[src/rtl/rriot_pkg.sv]
// Shared types and constants for the RRIOT interval timer: divider codes,
// timer states, register-address bit positions and the prescale reload map.
package rriot_pkg;

  typedef enum logic [1:0] {
    DIV1    = 2'd0,
    DIV8    = 2'd1,
    DIV64   = 2'd2,
    DIV1024 = 2'd3
  } div_code_t;

  typedef enum logic [1:0] {
    IDLE    = 2'd0,
    COUNT   = 2'd1,
    EXPIRED = 2'd2
  } timer_state_t;

  localparam int unsigned ADDR_TIMER_BIT  = 2;
  localparam int unsigned ADDR_STATUS_BIT = 0;
  localparam int unsigned ADDR_IRQEN_BIT  = 3;

  // Reload value is divide ratio minus one, so the prescaler ticks every D cycles.
  function automatic logic [9:0] presc_reload(input div_code_t code);
    case (code)
      DIV1:    return 10'd0;
      DIV8:    return 10'd7;
      DIV64:   return 10'd63;
      default: return 10'd1023;
    endcase
  endfunction

endpackage

[src/rtl/rriot_timer_if.sv]
// Register bus shared by the RRIOT timer and I/O block.
interface rriot_timer_if;
  logic       cs;
  logic       we_n;
  logic [3:0] A;
  logic [7:0] DI;
  logic [7:0] DO;
  logic       OE;
  logic       IRQ_n;

  modport master (output cs, we_n, A, DI, input DO, OE, IRQ_n);
  modport slave  (input cs, we_n, A, DI, output DO, OE, IRQ_n);
endinterface

[src/rtl/rriot_prescaler.sv]
// 10-bit prescale down-counter producing a one-cycle tick; bypass forces a
// tick every cycle (divide-by-1 while the timer is expired).
module rriot_prescaler
  import rriot_pkg::*;
(
  input  logic       clk,
  input  logic       reset,
  input  logic       load,
  input  logic       run,
  input  logic       bypass,
  input  logic [9:0] reload,
  output logic       tick
);

  logic [9:0] presc_q, presc_d;

  always_comb begin
    presc_d = presc_q;
    if (load) begin
      presc_d = reload;
    end else if (run && !bypass) begin
      presc_d = (presc_q == 10'd0) ? reload : presc_q - 10'd1;
    end
  end

  always_ff @(posedge clk or posedge reset) begin
    if (reset) begin
      presc_q <= 10'd0;
    end else begin
      presc_q <= presc_d;
    end
  end

  assign tick = bypass | (run & (presc_q == 10'd0));

endmodule

[src/rtl/rriot_timer.sv]
// RRIOT interval timer: programmable 8-bit down-counter with prescaler and
// underflow flag. Optional IRQ enable via macro RRIOT_TIMER_IRQ_EN.
module rriot_timer
  import rriot_pkg::*;
(
  input  logic         clk,
  input  logic         reset,
  rriot_timer_if.slave bus
);

  timer_state_t state_q, state_d;
  div_code_t    div_q, div_d;
  logic [7:0]   count_q, count_d;
  logic [7:0]   do_q, do_d;
  logic         flag_q, flag_d;
  logic         oe_q, oe_d;

  logic       acc, wr, rd_timer, rd_status;
  logic       tick, load, underflow, run, bypass;
  logic [9:0] reload;

  assign acc       = bus.cs & bus.A[ADDR_TIMER_BIT];
  assign wr        = acc & ~bus.we_n;
  assign rd_timer  = acc & bus.we_n & ~bus.A[ADDR_STATUS_BIT];
  assign rd_status = acc & bus.we_n & bus.A[ADDR_STATUS_BIT];

  assign run       = (state_q == COUNT);
  assign bypass    = (state_q == EXPIRED);
  // A write must load the ratio it is programming, not the stale one.
  assign reload    = presc_reload(wr ? div_code_t'(bus.A[1:0]) : div_q);
  assign load      = wr | (rd_timer & (state_q == EXPIRED));
  assign underflow = tick & (count_q == 8'd0);

  rriot_prescaler u_presc (
    .clk    (clk),
    .reset  (reset),
    .load   (load),
    .run    (run),
    .bypass (bypass),
    .reload (reload),
    .tick   (tick)
  );

  always_comb begin
    state_d = state_q;
    div_d   = div_q;
    count_d = count_q;
    flag_d  = flag_q;
    do_d    = do_q;
    oe_d    = rd_timer | rd_status;

    if (rd_timer) begin
      do_d = count_q;
    end else if (rd_status) begin
      do_d = {flag_q, 7'b0};
    end

    if (wr) begin
      count_d = bus.DI;
      div_d   = div_code_t'(bus.A[1:0]);
      flag_d  = 1'b0;
      state_d = COUNT;
    end else begin
      if (tick) begin
        count_d = count_q - 8'd1;
      end
      if (rd_timer) begin
        flag_d = 1'b0;
        if (state_q == EXPIRED) begin
          state_d = COUNT;
        end
      end
      // Underflow is applied last so it beats a coincident timer read.
      if (underflow) begin
        flag_d  = 1'b1;
        state_d = EXPIRED;
      end
    end
  end

  always_ff @(posedge clk or posedge reset) begin
    if (reset) begin
      state_q <= IDLE;
      div_q   <= DIV1;
      count_q <= 8'd0;
      flag_q  <= 1'b0;
      do_q    <= 8'd0;
      oe_q    <= 1'b0;
    end else begin
      state_q <= state_d;
      div_q   <= div_d;
      count_q <= count_d;
      flag_q  <= flag_d;
      do_q    <= do_d;
      oe_q    <= oe_d;
    end
  end

  assign bus.DO = do_q;
  assign bus.OE = oe_q;

`ifdef RRIOT_TIMER_IRQ_EN
  logic irq_en_q, irq_en_d;

  always_comb begin
    irq_en_d = irq_en_q;
    if (wr || rd_timer) begin
      irq_en_d = bus.A[ADDR_IRQEN_BIT];
    end
  end

  always_ff @(posedge clk or posedge reset) begin
    if (reset) begin
      irq_en_q <= 1'b0;
    end else begin
      irq_en_q <= irq_en_d;
    end
  end

  assign bus.IRQ_n = ~(flag_q & irq_en_q);
`else
  assign bus.IRQ_n = 1'b1;
`endif

endmodule

[src/flat_wrapper.sv]
// flat-port wrapper written by rule: the top's interface ports become plain ports
module rriot_timer_flat import rriot_pkg::*;
  (clk, reset, bus_cs, bus_we_n, bus_A, bus_DI, bus_DO, bus_OE, bus_IRQ_n);
  rriot_timer_if bus_i ();
  input  logic clk;
  input  logic reset;
  input wire logic [$bits(bus_i.cs)-1:0] bus_cs;
  input wire logic [$bits(bus_i.we_n)-1:0] bus_we_n;
  input wire logic [$bits(bus_i.A)-1:0] bus_A;
  input wire logic [$bits(bus_i.DI)-1:0] bus_DI;
  output wire logic [$bits(bus_i.DO)-1:0] bus_DO;
  output wire logic [$bits(bus_i.OE)-1:0] bus_OE;
  output wire logic [$bits(bus_i.IRQ_n)-1:0] bus_IRQ_n;
  assign bus_i.cs = bus_cs;
  assign bus_i.we_n = bus_we_n;
  assign bus_i.A = bus_A;
  assign bus_i.DI = bus_DI;
  assign bus_DO = bus_i.DO;
  assign bus_OE = bus_i.OE;
  assign bus_IRQ_n = bus_i.IRQ_n;
  rriot_timer u_core (.clk(clk), .reset(reset), .bus(bus_i));
endmodule
[config.mk]
export PLATFORM = sky130hd
export DESIGN_NAME = rriot_timer_flat
export DESIGN_NICKNAME = d
export VERILOG_FILES = /design/src/rtl/rriot_pkg.sv /design/src/rtl/rriot_timer_if.sv /design/src/rtl/rriot_prescaler.sv /design/src/rtl/rriot_timer.sv /design/src/flat_wrapper.sv
export SDC_FILE = /design/constraint.sdc
export NUM_CORES = 1
export LEC_CHECK = 0
export CORE_MARGIN = 2
export CORE_UTILIZATION = 30
export DETAILED_ROUTE_END_ITERATION = 8
export PLACE_DENSITY = 0.52
export SETUP_SLACK_MARGIN = 0.1
export SYNTH_ARGS = -nofsm -noshare
export SYNTH_HDL_FRONTEND = slang
export SYNTH_SLANG_ARGS = --single-unit
[constraint.sdc]
create_clock -name clk -period 4.76 [get_ports clk]
set_input_delay 0.714 -clock clk [delete_from_list [all_inputs] [get_ports clk]]
set_output_delay 0.714 -clock clk [all_outputs]
set_load 0.01 [all_outputs]
==> results.py <==
metrics = {
    "clocking": {
        "clkTransAtPathRegs_ps": 70,
        "cts-buffers-inserted": 5,
        "cts_tree": "yes",
        "clock_sinks": 32,
        "cts-root-buf": "clkbuf_8",
        "postCtsSetupBuffers": 0,
        "htreeDepth": 2,
        "post_cts_resized": 0,
        "clockBufferDepth": 2,
        "clock_latency_ps": 290,
        "cts-hold-fix-buffers": 0,
    },
    "worst_setup_path": {
        "crit_buf_inv": 1,
        "start_kind": "input pin",
        "critPathMostFrequentCell": "nor3_1",
        "required_ps": 4920,
        "cp_top_family": "simple AND/OR/NAND/NOR gates",
        "critPathLaunch": "bus_A[0]",
        "critical_path_class": "input pin to flip-flop",
        "cp_cell_sequence": "clkdlybuf4s50_1 -> or3b_2 -> a21o_1 -> and2_1 -> nor3_1 -> nor3_1",
        "slowest_delay_ps": 670,
        "crit_slowest_cell": "clkdlybuf4s50_1",
        "reg2reg_from": "u_core.u_presc.presc_q[0]",
        "crit_arrival_ps": 3000,
        "critPathCaptureType": "flip-flop",
        "critPathMaxFanout": 14,
    },
    "synthesis": {
        "synthTopCellsByCount": "dfrtp_1, nand2_1, nor2_1",
        "syn-cell-area_um2": 1790,
        "synth_nets": 213,
        "yosysTopAreaCell": "dfrtp_1",
        "ys.flop_type": "dfrtp_1",
        "synth_top_area_frac": 0.446,
        "synth-seq-area-share": 0.446,
        "ys_top_cells_by_area": "dfrtp_1, nand2_1, o21ai_0",
        "ys_warn_count": 0,
        "synth-edff-count": 0,
        "synthArstFlopShare": 1.00,
        "ys_types": 46,
        "avgSynthCellArea_um2": 9.30,
        "syn_inst": 193,
        "synth.most_common_cell": "dfrtp_1",
        "ys_ff_latch": 32,
    },
    "final_layout": {
        "final_util": 0.377,
        "num_antenna_cells": 0,
        "nNetsFinal": 237,
        "n_fill_cell": 594,
        "layout-drive-gt1-share": 0.0963,
        "areaGrowthSynthToFinish_pct": 22.9,
    },
    "detailed_routing": {
        "num_vias": 1465,
        "viasPerCell": 5.00,
        "drc_errors": 0,
        "ant_nets": 0,
        "wl_per_cell_um": 13.2,
        "wl_mm": 3.88,
        "dr.pass1.iters": 4,
        "drtIter0Drc": 110,
    },
    "sta": {
        "finalCritPeriodShare": 0.597,
        "setup_viol_count_final": 0,
        "fin_tns_setup_ps": 0,
        "rsz0062_at_grt": "no",
        "maxSlewHeadroom": 0.551,
        "period_needed_ps": 2840,
        "hold_viol": 0,
        "fmax_mhz": 352,
        "worstMarginPinSlew_ps": 671,
        "drv_slew": 0,
        "fin_skew_ps": 3.49,
    },
    "pwr": {
        "cellPowerDensity_nw_per_um2": 407,
        "power_leakage_nw": 0.913,
        "vdd_ir_drop_max_mv": 0.112,
    },
    "global_route": {
        "grt_max_degree": 33,
        "use_met3": 0.0267,
        "overflow": 0,
        "grtUsageMet2": 0.204,
        "grt_antenna_before_repair": 0,
        "grt_pass1_vias": 1400,
        "grt-busiest-layer": "met2",
        "grt_pass1_wl_mm": 6.64,
        "grt.total_usage": 0.130,
        "gr-usage-met1": 0.178,
    },
    "placement": {
        "gp_congestion": 0.761,
        "io_buffers": 23,
        "hpwlAfterDp_mm": 2.75,
    },
    "die": {
        "die_area_um2": 6620,
        "std_cell_rows": 28,
        "dieHeight_um": 81.3,
        "initial_core_util": 0.307,
        "ios": 26,
        "die_width_um": 81.3,
        "coreArea_um2": 5850,
    },
    "hold_path": {
        "min_path_type": "flip-flop to flip-flop",
        "min_from": "u_core.bus.DO[5]",
    },
    "status": {
        "status": "complete, no violations",
    },
    "run": {
        "cap_violations": 0,
    },
}
flip-flops by register name, summed over array words and instances, names as in the netlist:
signal                  flops
u_core.div_q                2
u_core.count_q              8
u_core.state_q              2
u_core.bus.OE               1
u_core.u_presc.presc_q     10
u_core.bus.DO               8
u_core.flag_q               1
final cells by class:
class,count,area [µm²],area share
multi-input cells,146,928,0.421
flip-flops and latches,32,801,0.363
repair buffers,25,245,0.111
well taps,75,93.8,0.0425
clock buffers,5,68.8,0.0312
clock inverters,3,42.5,0.0193
inverters,7,26.3,0.0119
stage by stage:
| step | area (µm²) | setup slack (ps) | hold WS (ps) | total power, W | instances |
|---|---|---|---|---|---|
| after floorplan | 1790 | 2560 | 469 | 0.000557 | 193 |
| after global placement | 2090 | 1650 | 464 | 0.000637 | 285 |
| after detailed placement | 2090 | 1630 | 470 | 0.000639 | 285 |
| after CTS | 2210 | 1930 | 487 | 0.000904 | 293 |
| after global routing | 2210 | 1710 | 511 | 0.000957 | 293 |
| final | 2210 | 1920 | 476 | 0.000898 | 293 |
routing by layer:
layer | wire length [µm] | up-vias
met3 | 118 | 5
li1 | - | 736
met2 | 1720 | 25
met5 | 0 | -
met4 | 56 | 0
met1 | 1980 | 699
worst min-delay path, delay by kind of cell, from the launching register on:
| kind | cells | cell delay (ps) |
|---|---|---|
| simple gates | 1 | 40 |
| flops | 1 | 340 |
| compound gates | 1 | 60 |
final timing paths:
kind / to / slack [ps] / cells after the start
min in group asynchronous: u_core.bus.OE / 820 / 3
hold / removal: u_core.bus.DO[5] / 480 / 2
setup / recovery: u_core.u_presc.presc_q[3] / 1920 / 6
hold reg to reg: u_core.bus.DO[5] / 480 / 2
setup reg to reg: u_core.u_presc.presc_q[3] / 2390 / 7
max in group asynchronous: u_core.u_presc.presc_q[5] / 3640 / 3
cells in the final DEF (no fill, tap or decap), types with 2 or more instances in the layout:
cell / instances
dfrtp_1: 32
nand2_1: 26
clkdlybuf4s50_1: 23
nor2_1: 16
o21ai_0: 13
nor3_1: 10
nand2b_1: 9
a21oi_1: 8
nand3_1: 7
inv_1: 7
xor2_1: 5
clkbuf_8: 5
o22a_1: 4
ha_1: 4
mux2i_1: 3
a31oi_1: 3
o21a_1: 3
o31ai_1: 3
nor4_1: 2
nand4b_1: 2
o211ai_1: 2
o22ai_1: 2
xnor2_1: 2
buf_4: 2
cells by family (layout without fill, tap and decap cells):
group / after synthesis / count (layout) / share of synthesized area
AO/OA/AOI/OAI: 47 / 47 / 0.192
XOR/XNOR: 7 / 7 / 0.0342
adder cells (fa/ha/maj): 4 / 4 / 0.0279
buffers and inverters: 15 / 40 / 0.0363
flip-flops: 32 / 32 / 0.446
multiplexers: 4 / 4 / 0.0230
other: 1 / 1 / 0.00209
AND/OR/NAND/NOR: 83 / 83 / 0.239
power breakdown:
part | total (W) | leakage, nW | internal (W) | switching (W)
clock | 0.000263 | 0.0541 | 0.000155 | 0.000108
sequential | 0.000409 | 0.386 | 0.000337 | 0.0000719
combinational | 0.000226 | 0.473 | 0.000114 | 0.000111
total | 0.000898 | 0.913 | 0.000606 | 0.000292
Note: power is estimated with default switching activity, not from simulation.
